===== config.mk =====
export PLATFORM = sky130hd
export DESIGN_NAME = axi_write_data_channel
export DESIGN_NICKNAME = d
export VERILOG_FILES = /design/src/rtl/axi_pkg.sv /design/src/rtl/axi_write_data_channel.sv
export SDC_FILE = /design/constraint.sdc
export NUM_CORES = 1
export LEC_CHECK = 0
export ABC_AREA = 1
export BUFFER_PORTS_ARGS = -buffer_cell sky130_fd_sc_hd__buf_2
export CORE_UTILIZATION = 50
export DETAILED_ROUTE_END_ITERATION = 10
export HOLD_SLACK_MARGIN = 0.03
export PLACE_DENSITY_LB_ADDON = 0.1
export RECOVER_POWER = 25
export SKIP_LAST_GASP = 1
export SLEW_MARGIN = 20
export SYNTH_ARGS = -nofsm -noshare
export SYNTH_HDL_FRONTEND = slang
export SYNTH_SLANG_ARGS = --single-unit

===== constraint.sdc =====
create_clock -name clk -period 2.7 [get_ports clk]
set_clock_uncertainty 0.05 [all_clocks]
set_input_delay 0.27 -clock clk [delete_from_list [all_inputs] [get_ports clk]]
set_output_delay 0.27 -clock clk [all_outputs]
set_load 0.02 [all_outputs]

===== src/rtl/axi_pkg.sv =====
// Shared AXI definitions for the write-data and write-response channel blocks.
// Contents:
//   AXI_LEN_WIDTH, AXI_ID_WIDTH : default AXI3 field widths
//   w_fsm_t                     : W-channel FSM state type with fixed encodings
//   W_STATE_INVALID             : debug value shown for any unused encoding
package axi_pkg;

  localparam int AXI_LEN_WIDTH = 4;
  localparam int AXI_ID_WIDTH  = 4;

  typedef enum logic [2:0] {
    W_RESET    = 3'b000,
    W_IDLE     = 3'b001,
    W_FETCH    = 3'b010,
    W_SEND     = 3'b011,
    W_COMPLETE = 3'b100
  } w_fsm_t;

  localparam logic [2:0] W_STATE_INVALID = 3'b111;

endpackage


===== src/rtl/axi_write_data_channel.sv =====
// AXI3 write-data (W) channel master. Transfers one burst of burst_len+1 beats
// from a local valid/ready source to the slave, then raises done (which is the
// go of the downstream write-response block) until go is released.
// Ports:
//   clk, resetn           : clock, asynchronous active-low reset
//   go                    : level start request, only honoured in IDLE
//   burst_len, txn_id     : beats-minus-one and transaction ID, latched on go
//   src_data/src_valid    : local beat source
//   src_ready             : high while waiting for the next beat (FETCH)
//   WID/WDATA/WSTRB/WLAST/WVALID, WREADY : AXI3 W channel
//   done                  : burst complete, held while go stays high
//   beats_left            : beats remaining after the current one
//   current_state_out     : debug state encoding (111 for unused encodings)
module axi_write_data_channel
  import axi_pkg::*;
#(
  parameter int DATA_WIDTH = 32,
  parameter int ID_WIDTH   = AXI_ID_WIDTH,
  parameter int LEN_WIDTH  = AXI_LEN_WIDTH
) (
  input  logic                    clk,
  input  logic                    resetn,
  input  logic                    go,
  input  logic [LEN_WIDTH-1:0]    burst_len,
  input  logic [ID_WIDTH-1:0]     txn_id,
  input  logic [DATA_WIDTH-1:0]   src_data,
  input  logic                    src_valid,
  output logic                    src_ready,
  output logic [ID_WIDTH-1:0]     WID,
  output logic [DATA_WIDTH-1:0]   WDATA,
  output logic [DATA_WIDTH/8-1:0] WSTRB,
  output logic                    WLAST,
  output logic                    WVALID,
  input  logic                    WREADY,
  output logic                    done,
  output logic [LEN_WIDTH-1:0]    beats_left,
  output logic [2:0]              current_state_out
);

  w_fsm_t                  state_reg, state_next;
  logic [ID_WIDTH-1:0]     wid_reg, wid_next;
  logic [DATA_WIDTH-1:0]   wdata_reg, wdata_next;
  logic                    wlast_reg, wlast_next;
  logic                    wvalid_reg, wvalid_next;
  logic                    done_reg, done_next;
  logic [LEN_WIDTH-1:0]    left_reg, left_next;

  always_ff @(posedge clk or negedge resetn) begin
    if (!resetn) begin
      state_reg  <= W_RESET;
      wid_reg    <= '0;
      wdata_reg  <= '0;
      wlast_reg  <= 1'b0;
      wvalid_reg <= 1'b0;
      done_reg   <= 1'b0;
      left_reg   <= '0;
    end else begin
      state_reg  <= state_next;
      wid_reg    <= wid_next;
      wdata_reg  <= wdata_next;
      wlast_reg  <= wlast_next;
      wvalid_reg <= wvalid_next;
      done_reg   <= done_next;
      left_reg   <= left_next;
    end
  end

  always_comb begin
    state_next  = state_reg;
    wid_next    = wid_reg;
    wdata_next  = wdata_reg;
    wlast_next  = wlast_reg;
    wvalid_next = wvalid_reg;
    done_next   = done_reg;
    left_next   = left_reg;

    case (state_reg)
      W_RESET: state_next = W_IDLE;

      W_IDLE: begin
        if (go) begin
          left_next  = burst_len;
          wid_next   = txn_id;
          state_next = W_FETCH;
        end
      end

      W_FETCH: begin
        if (src_valid) begin
          wdata_next  = src_data;
          wvalid_next = 1'b1;
          wlast_next  = (left_reg == '0);
          state_next  = W_SEND;
        end
      end

      // Beat registers are frozen here until the slave takes the beat.
      W_SEND: begin
        if (WREADY) begin
          wvalid_next = 1'b0;
          if (wlast_reg) begin
            wlast_next = 1'b0;
            done_next  = 1'b1;
            state_next = W_COMPLETE;
          end else begin
            // WLAST=0 guarantees left_reg>0, so this never wraps.
            left_next  = left_reg - LEN_WIDTH'(1);
            state_next = W_FETCH;
          end
        end
      end

      W_COMPLETE: begin
        if (!go) begin
          done_next  = 1'b0;
          state_next = W_IDLE;
        end
      end

      // Unused encodings: drop any beat in flight and restart cleanly.
      default: begin
        wvalid_next = 1'b0;
        wlast_next  = 1'b0;
        done_next   = 1'b0;
        state_next  = W_RESET;
      end
    endcase
  end

  always_comb begin
    case (state_reg)
      W_RESET, W_IDLE, W_FETCH, W_SEND, W_COMPLETE: current_state_out = state_reg;
      default: current_state_out = W_STATE_INVALID;
    endcase
  end

  assign src_ready  = (state_reg == W_FETCH);
  assign WID        = wid_reg;
  assign WDATA      = wdata_reg;
  assign WSTRB      = '1;
  assign WLAST      = wlast_reg;
  assign WVALID     = wvalid_reg;
  assign done       = done_reg;
  assign beats_left = left_reg;

endmodule


* Word-level counts from Yosys, hierarchy flattened
Index checks and enable logic that the tools add are counted.
Word-level totals: register bits after elaboration 46, logic and storage cells 52
Cells by class: $add $sub $neg 1, equal/unequal tests 10, mux-type cells 20, bitwise logic cells 2, reduce and logical (&&, ||, !) cells 12
Operators with widths (number):
- 2-to-1 mux 3 bit | 6
- one-hot mux 3 bit (5 select lines) | 1
- 2-to-1 mux 4 bit | 3
- inequality test 2 bit, second input constant | 6
- AND reduction 4 bit | 3
- one-hot mux 1 bit (3 select lines) | 3
- one-hot mux 4 bit (2 select lines) | 1
- == test 3 x 2 -> 1 bit, second input constant | 2
- 2-to-1 mux 1 bit | 6
- OR reduction 3 bit | 2
- OR reduction 5 bit | 1
- zero test 4 bit | 1
- AND reduction 2 bit | 2
- subtractor 4 x 1 -> 4 bit, second input constant | 1
- == test 3 x 1 -> 1 bit, second input constant | 1
- == test 3 bit, second input constant | 1
- zero test 3 bit | 1
- AND reduction 3 bit | 1
- NOT 1 bit | 2
- nonzero test 2 bit | 1

* Depth between registers and ports, before layout
Gate-level depths: netlist of the first run.
depth in word-level cells 4, depth in mapped cells 8, gate-level depth less buffers 8

* Least setup slack after synthesis of the first run
No wires, ideal clock.
path type flip-flop to flip-flop, from reg left_reg[0], in the netlist beats_left[0], to reg left_reg[2], in the netlist beats_left[2], setup time 0.117 ns, arrival time 1.274 ns, required time 2.533 ns, slack 1.259 ns, stages on the path, launching flop included 8, buffers on the path 0, path through dfrtp_1 > inv_1 > ha_1 > or2_2 > nand3_1 > nand2_1 > nand2_1 > nand2_1
Between the ends: word-level cells in the longest chain between the ends 4
RTL lines:
- start, declared | RTL line axi_write_data_channel.sv:46 | logic [LEN_WIDTH-1:0] left_reg, left_next;
- start signal, assigned | RTL line axi_write_data_channel.sv:64 | left_reg <= left_next;
- subtractor 4 x 1 -> 4 bit | RTL line axi_write_data_channel.sv:107 | left_next = left_reg - LEN_WIDTH'(1);
- 2-to-1 mux 4 bit | RTL line axi_write_data_channel.sv:101 | if (wlast_reg) begin
- 2-to-1 mux 4 bit | RTL line axi_write_data_channel.sv:99 | if (WREADY) begin
- one-hot mux 4 bit (2 select lines) | RTL line axi_write_data_channel.sv:77 | case (state_reg)
Every way passes these cells. The select of a mux whose other input is x is not followed. A chain may end at the register's enable or synchronous reset.

* Final worst setup path of the first run
from reg state_reg[2], to out src_ready
Between the ends: word-level cells in the longest chain between the ends 1
RTL lines:
- start, declared | RTL line axi_write_data_channel.sv:40 | w_fsm_t state_reg, state_next;
- start signal, assigned | RTL line axi_write_data_channel.sv:58 | state_reg <= state_next;
- == test 3 x 2 -> 1 bit | RTL line axi_write_data_channel.sv:137 | assign src_ready = (state_reg == W_FETCH);
- end, declared | RTL line axi_write_data_channel.sv:28 | output logic src_ready,
Every way passes these cells.

==> run metrics, run 1 <==
Cell Area, Synth 2158 um2; post-route cell area 2690 um2; Inserted Clock Buffers 5; Worst Path Arrival 1.54 ns; Seq cells post-synth 46; final WL 4514 um; Yosys top cell area share 53.33%; Critical Path Slowest Stage Cell dfrtp_1; TritonCTS Sinks 46; Routed WL per cell 11.54 um; main area contributors after synthesis dfrtp_1, nand2_1, nand3_1, nand2_2, buf_4; CTS root buf clkbuf_8; final setup fails 0; vias in the first global route 1627; setup_tns 0 ns; Fill cells 352; FF-to-FF setup slack 1.13 ns; H-Tree Depth 2; RSZ-0062 raised after global routing false; PortBufs 91; Worst setup SP type register; Max stage delay on crit path 0.48 ns; Final HPWL DP 3136 um; RePlAce Congestion 0.8651; io pins 96; Netlist cell types 24; clk slew on worst S/H paths 0.08 ns; async set-or-reset flop fraction in the synthesized netlist 100.0%; maximum buffer depth of the clock tree 2; initial core utilization 52.82%; Congestion Overflow GR 0; Reg2Reg Capture Point WDATA[3]; EDFF count, synth 0; Synth Flop Type dfrtp_1; Post-route DRC 0; max cap viols 0; first-pass GRT wire length 7093 um; drt first pass iters 4; Total Nets Final 387; Reg2Reg Depth 6; Synth area leader dfrtp_1; synthesized-area fraction occupied by adder cells 1.159%; post-DR vias/cell 4.793; Final Slew Violations 0; worst skew pair latency 0.30 ns; die width 67.70 um; # rows 23; post-synthesis sequential area ratio 53.33%; DRT antenna net count 0; hold endpoint WDATA[0]; All-Layer GR Usage 21.32%; final hold vios 0; most frequent cells in the layout nand2_1, buf_2, dfrtp_1; Internal Pwr Total 1.831 mW; hold crit path type input pin to register; Leak 1.578 nW; DR iter-0 viols 94; initial antenna violation count 0; pin count of the biggest net entering global routing 47; Hold Path Depth 3; core area 4086 um2; Worst path top cell family by delay flip-flops; Die Y 67.70 um; routed via count 1874; WP buf/inv 2; Peak supply drop 0.0006480 V; Crit. End Element output pin; largest family of logic cells by synthesized area simple AND/OR/NAND/NOR gates; critical setup path kind register to output pin; Slew @ Worst Pin 1.107 ns; Slew Limit Headroom 26.21%; Mapped Avg Cell Area 8.531 um2; CP max FO 34; DP Area 2570 um2; area of the multi-input gates 854.6 um2; die area 4583 um2; Period minus WS final 1.857 ns; pwr dens 1267 nW/um2; period utilisation layout 68.78%; clock network fraction of total power 15.0%; combinational power share 49.3%; Layout area overhead 24.64%; post-synthesis simple-gate area fraction 36.35%; worst hold path startpoint src_data[0]; Flop pwr share 35.7%; post-synthesis cell count 253; worst r2r src state_reg[2]; WP data required 2.38 ns; status finished, final reports clean; Switch Pwr 1.577 mW; hold slack 0.1402 ns; Reg area 1151 um2; post-synthesis xor/xnor area fraction 0%; PostCTS Resize Cnt 0; mux contribution to synthesized area 0%; commonest non-fill, non-tap cell in the layout nand2_1; cells along the critical path nor2_2 > nand2_2 > inv_6 > buf_2; CTS tree done; Switching Share 46.28%; diode count 0; Ys Warns 0; max reg flops 32; Compound-Gate Fraction of Synth Area 1.391%; share of layout cells above drive strength 1 36.07%; Max Freq 538.5 MHz
==> worst register-to-register path, stage by stage, from the launching register on <==
cell and delay, ns:
dfrtp_1 0.48, nor2_2 0.20, nand2_2 0.10, inv_6 0.23
nand2_8 0.23, nand2_1 0.13, nand2_1 0.06
==> through the flow <==
stage | setup slack, ns | power, mW | util (%) | std cells
after floorplan | 1.259 | 2.454 | - | 256
after global placement | 1.167 | 2.904 | 62.89 | 382
after detailed placement | 1.129 | 2.931 | 62.89 | 382
after CTS | 0.8358 | 3.450 | 65.58 | 390
after global routing | 0.7326 | 3.701 | 65.83 | 391
final | 0.8428 | 3.408 | 65.83 | 391
==> layout make-up <==
cell class                 count  area share, %
timing repair buffer          92          17.30
multi-input combinational    184          31.77
clock inverter                 2          1.395
clock buffer                   6          2.698
sequential                    46          42.79
inverter                      11          1.721
tap                           50          2.326
==> cells by family after synthesis <==
| family | Yosys count |
|---|---|
| buffers and inverters | 26 |
| other | 1 |
| and+or+nand+nor | 172 |
| DFF | 46 |
| adders and majority gates | 2 |
| AOI/OAI and AO/OA | 6 |
==> power groups by stage <==
stage / clock network, mW / logic, mW / registers, mW
floorplan: 0 / 0.873 / 1.58
global placement: 0 / 1.67 / 1.23
detailed placement: 0 / 1.70 / 1.23
CTS: 0.524 / 1.71 / 1.22
global route: 0.554 / 1.88 / 1.27
finish: 0.510 / 1.68 / 1.22
==> layer usage <==
metal,vias up,GRT usage (%),wire (um)
li1,961,-,-
met1,845,25.81,2002
met2,60,34.78,2170
met3,8,6.757,268
met4,0,8.777,72
met5,-,0,0
==> synthesized netlist by cell type, types with 2 or more instances <==
cell type and count:
a21oi_1 3, buf_2 4, buf_4 6, buf_6 3, dfrtp_1 46, ha_1 2, inv_1 7, inv_2 3
nand2_1 99, nand2_2 12, nand2_4 2, nand3_1 42, nor2_1 8, nor2_2 4, o21ai_0 3
==> how the worst max path moves through the flow <==
stage | slack, ns | depth (start not counted) | startpoint | to
2_1_floorplan | 1.26 | 7 | beats_left[0] | beats_left[2]
3_3_place_gp | 1.17 | 5 | state_reg[2] | WLAST
3_5_place_dp | 1.13 | 6 | state_reg[2] | WDATA[3]
4_1_cts | 0.84 | 4 | state_reg[2] | src_ready
5_1_grt | 0.73 | 4 | state_reg[2] | src_ready
6_report | 0.84 | 4 | state_reg[2] | src_ready
==> what timing repair did <==
action                     in CTS  in global routing
buffers inserted                0                  0
setup endpoints to repair       0                  0
hold endpoints to repair        0                 46
hold buffers                    0                  1
Note: power is estimated with default switching activity, not from simulation.
==> run 2, diff against run 1 <==
- ABC_AREA: 1 -> 0
- CORE_UTILIZATION: 50 -> 41
- clock period: 2.7 -> 1.7 ns (I/O delays scaled with it)
==> run 2 against run 1 <==
  * Core utilization fell by 7.5 points
  * First-iteration DRC count decreased by 64%
  * Worst hold slack got worse by 0.088 ns
  * Sequential power rose by 60%
  * Non-clock buffer count grew 9
  * Count of clock-buffer cells in the layout stayed put
  * Highest routed layer unchanged
  * Via count down 19%
==> run metrics, run 2 <==
status finished, final reports clean (unchanged); post-synthesis simple-gate area fraction 8.344% (was 36.35%); core area 4504 um2 (was 4086 um2); Slew @ Worst Pin 0.5974 ns (was 1.107 ns); RSZ-0062 raised after global routing false (unchanged); post-synthesis sequential area ratio 58.15% (was 53.33%); # rows 24 (was 23); clock network fraction of total power 13.0% (was 15.0%); Reg2Reg Capture Point WDATA[6] (was WDATA[3]); maximum buffer depth of the clock tree 2 (unchanged); overall power 5.242 mW (was 3.408 mW); initial antenna violation count 0 (unchanged); Leak 1.269 nW (was 1.578 nW); critical setup path kind register to register (was register to output pin); hold crit path type input pin to register (unchanged); post-synthesis xor/xnor area fraction 0% (unchanged); Total Nets Final 298 (was 387); largest family of logic cells by synthesized area multiplexers (was simple AND/OR/NAND/NOR gates); die area 5109 um2 (was 4583 um2); Ys Warns 0 (unchanged); Seq cells post-synth 46 (unchanged); Crit. End Element register (was output pin); commonest non-fill, non-tap cell in the layout buf_2 (was nand2_1); final setup fails 0 (unchanged); Critical Path Slowest Stage Cell dfrtp_1 (unchanged); Worst Path Arrival 1.64 ns (was 1.54 ns); final hold vios 0 (unchanged); max cap viols 0 (unchanged); hold endpoint WDATA[24] (was WDATA[0]); Crit path depth 4 (unchanged); CP max FO 24 (was 34); Congestion Overflow GR 0 (unchanged); WP buf/inv 1 (was 2); All-Layer GR Usage 16.49% (was 21.32%); Fill cells 430 (was 352); Post-route DRC 0 (unchanged); cells along the critical path nand2b_1 > nor2_4 > buf_12 > mux2_2 (was nor2_2 > nand2_2 > inv_6 > buf_2); vias in the first global route 1431 (was 1627); Compound-Gate Fraction of Synth Area 7.016% (was 1.391%); io pins 96 (unchanged); combinational power share 49.8% (was 49.3%); Internal Pwr Total 3.078 mW (was 1.831 mW); Switching Share 41.28% (was 46.28%); Final Slew Violations 0 (unchanged); PortBufs 91 (unchanged); TritonCTS Sinks 46 (unchanged); CTS tree done (unchanged); WP data required 1.83 ns (was 2.38 ns); Mapped Avg Cell Area 13.02 um2 (was 8.531 um2); Slew Limit Headroom 60.17% (was 26.21%); Final HPWL DP 2981 um (was 3136 um); Die Y 71.48 um (was 67.70 um); Synth area leader dfrtp_1 (unchanged); Routed WL per cell 13.00 um (was 11.54 um); Cell Area, Synth 1979 um2 (was 2158 um2); max reg flops 32 (unchanged); pin count of the biggest net entering global routing 25 (was 47); final WL 3951 um (was 4514 um); Worst setup SP type register (unchanged); share of layout cells above drive strength 1 53.57% (was 36.07%); RePlAce Congestion 0.7712 (was 0.8651); initial core utilization 43.94% (was 52.82%); post-synthesis cell count 152 (was 253); total setup buffers inserted after CTS 0 (unchanged); routed via count 1511 (was 1874); Worst path top cell family by delay flip-flops (unchanged); Hold Path Depth 2 (was 3); Peak supply drop 0.0008945 V (was 0.0006480 V); DRT antenna net count 0 (unchanged); Max Freq 663.4 MHz; post-DR vias/cell 4.970 (was 4.793); list of most frequent post-synthesis cells dfrtp_1, mux2_2, nand2_1, nand3_1, nor2_1 (was nand2_1, dfrtp_1, nand3_1, nand2_2, nor2_1); top-count cell post-synth dfrtp_1 (was nand2_1); EDFF count, synth 0 (unchanged); worst skew pair latency 0.29 ns (was 0.30 ns); first-pass GRT wire length 6527 um (was 7093 um); Max stage delay on crit path 0.44 ns (was 0.48 ns); worst hold path startpoint src_data[24] (was src_data[0]); Netlist cell types 28 (was 24); synthesized-area fraction occupied by adder cells 1.770% (was 1.159%); worst r2r src state_reg[0] (was state_reg[2]); most frequent cells in the layout buf_2, dfrtp_1, mux2_2 (was nand2_1, buf_2, dfrtp_1); setup_tns 0 ns (unchanged); Yosys top cell area share 58.15% (was 53.33%); Switch Pwr 2.164 mW (was 1.577 mW); async set-or-reset flop fraction in the synthesized netlist 100.0% (unchanged); Synth Flop Type dfrtp_1 (unchanged); Period minus WS final 1.507 ns; CTS root buf clkbuf_8 (unchanged); clk slew on worst S/H paths 0.09 ns (was 0.08 ns); drt first pass iters 4 (unchanged); FF-to-FF setup slack 0.19 ns (was 1.13 ns); DR iter-0 viols 34 (was 94); Inserted Clock Buffers 5 (unchanged); die width 71.48 um (was 67.70 um); Reg2Reg Depth 4 (was 6); pwr dens 1996 nW/um2 (was 1267 nW/um2); Flop pwr share 37.2% (was 35.7%); period utilisation layout 88.67%; mux contribution to synthesized area 20.48% (was 0%); Layout area overhead 32.68% (was 24.64%); H-Tree Depth 2 (unchanged); diode count 0 (unchanged); main area contributors after synthesis dfrtp_1, mux2_2, buf_4, nand3_1, nand2b_1 (was dfrtp_1, nand2_1, nand3_1, nand2_2, buf_4)
==> run 2: changes by cell type in the layout (fill, tap and decap cells not counted), moves of 5 or more <==
cell / previous run / this run
nand2b_1: 0 / 5
clkbuf_1: 1 / 11
mux2_2: 0 / 36
buf_2: 90 / 79
nand2_1: 99 / 7
nand2_2: 12 / 0
buf_4: 0 / 7
nand3_1: 42 / 7
==> run 2: cell families after synthesis <==
| family | count (synthesis) |
|---|---|
| DFF | 46 |
| other | 1 |
| and+or+nand+nor | 32 |
| buffers and inverters | 15 |
| adders and majority gates | 3 |
| AOI/OAI and AO/OA | 19 |
| muxes | 36 |
==> run 2: power by group through the flow <==
stage | logic [mW] | registers [mW] | clock network [mW]
floorplan | 1.15 | 2.58 | 0
global placement | 2.65 | 1.95 | 0
detailed placement | 2.68 | 1.96 | 0
CTS | 2.68 | 1.95 | 0.715
global route | 2.81 | 2.02 | 0.747
finish | 2.61 | 1.95 | 0.681
==> run 2: worst max path at each step <==
stage,from,endpoint,slack (ns)
floorplan,WLAST,beats_left[1],0.08
global placement,state_reg[0],WDATA[20],0.21
detailed placement,state_reg[0],WDATA[1],0.19
CTS,state_reg[0],WDATA[17],0.18
global route,state_reg[1],beats_left[2],0.07
finish,state_reg[0],WDATA[6],0.19
==> run 2: worst reg2reg max path: stages, from the launching register on <==
cell and delay (ns):
dfrtp_1 0.44, nand2b_1 0.23, nor2_4 0.14, buf_12 0.19, mux2_2 0.36
==> run 2: final cells by class <==
type / count / area [um2] / share of cell area, %
Clock inverter: 2 / 12.51 / 0.4764
Clock buffer: 6 / 82.58 / 3.144
Inverter: 3 / 11.26 / 0.4288
Timing Repair Buffer: 101 / 544.3 / 20.72
Tap cell: 52 / 65.06 / 2.477
Multi-Input combinational cell: 94 / 759.5 / 28.92
Sequential cell: 46 / 1151 / 43.83
==> run 2: timing repair <==
action / in CTS / in global routing
hold buffers: 1 / 0
endpoints found under the hold margin: 22 / 0
resized for setup: 0 / 0
==> run 2: through the flow <==
step	area [um2]	std cells	hold WS, ns	setup slack (ns)	util [%]
2_1_floorplan	1991	155	-0.1756	0.08091	-
3_3_place_gp	2535	295	0.1387	0.2082	56.28
3_5_place_dp	2535	295	0.1391	0.1935	56.28
4_1_cts	2640	304	0.03940	0.1823	58.61
5_1_grt	2626	304	0.03861	0.06870	58.31
6_report	2626	304	0.05241	0.1926	58.31
==> run 2: per-layer routing <==
metal	global-route usage [%]	up-vias	part of all wire (%)
met2	25.93	63	47
met1	21.71	729	43
met5	0	-	0
li1	-	713	-
met4	5.229	0	1.2
met3	5.626	6	8.4
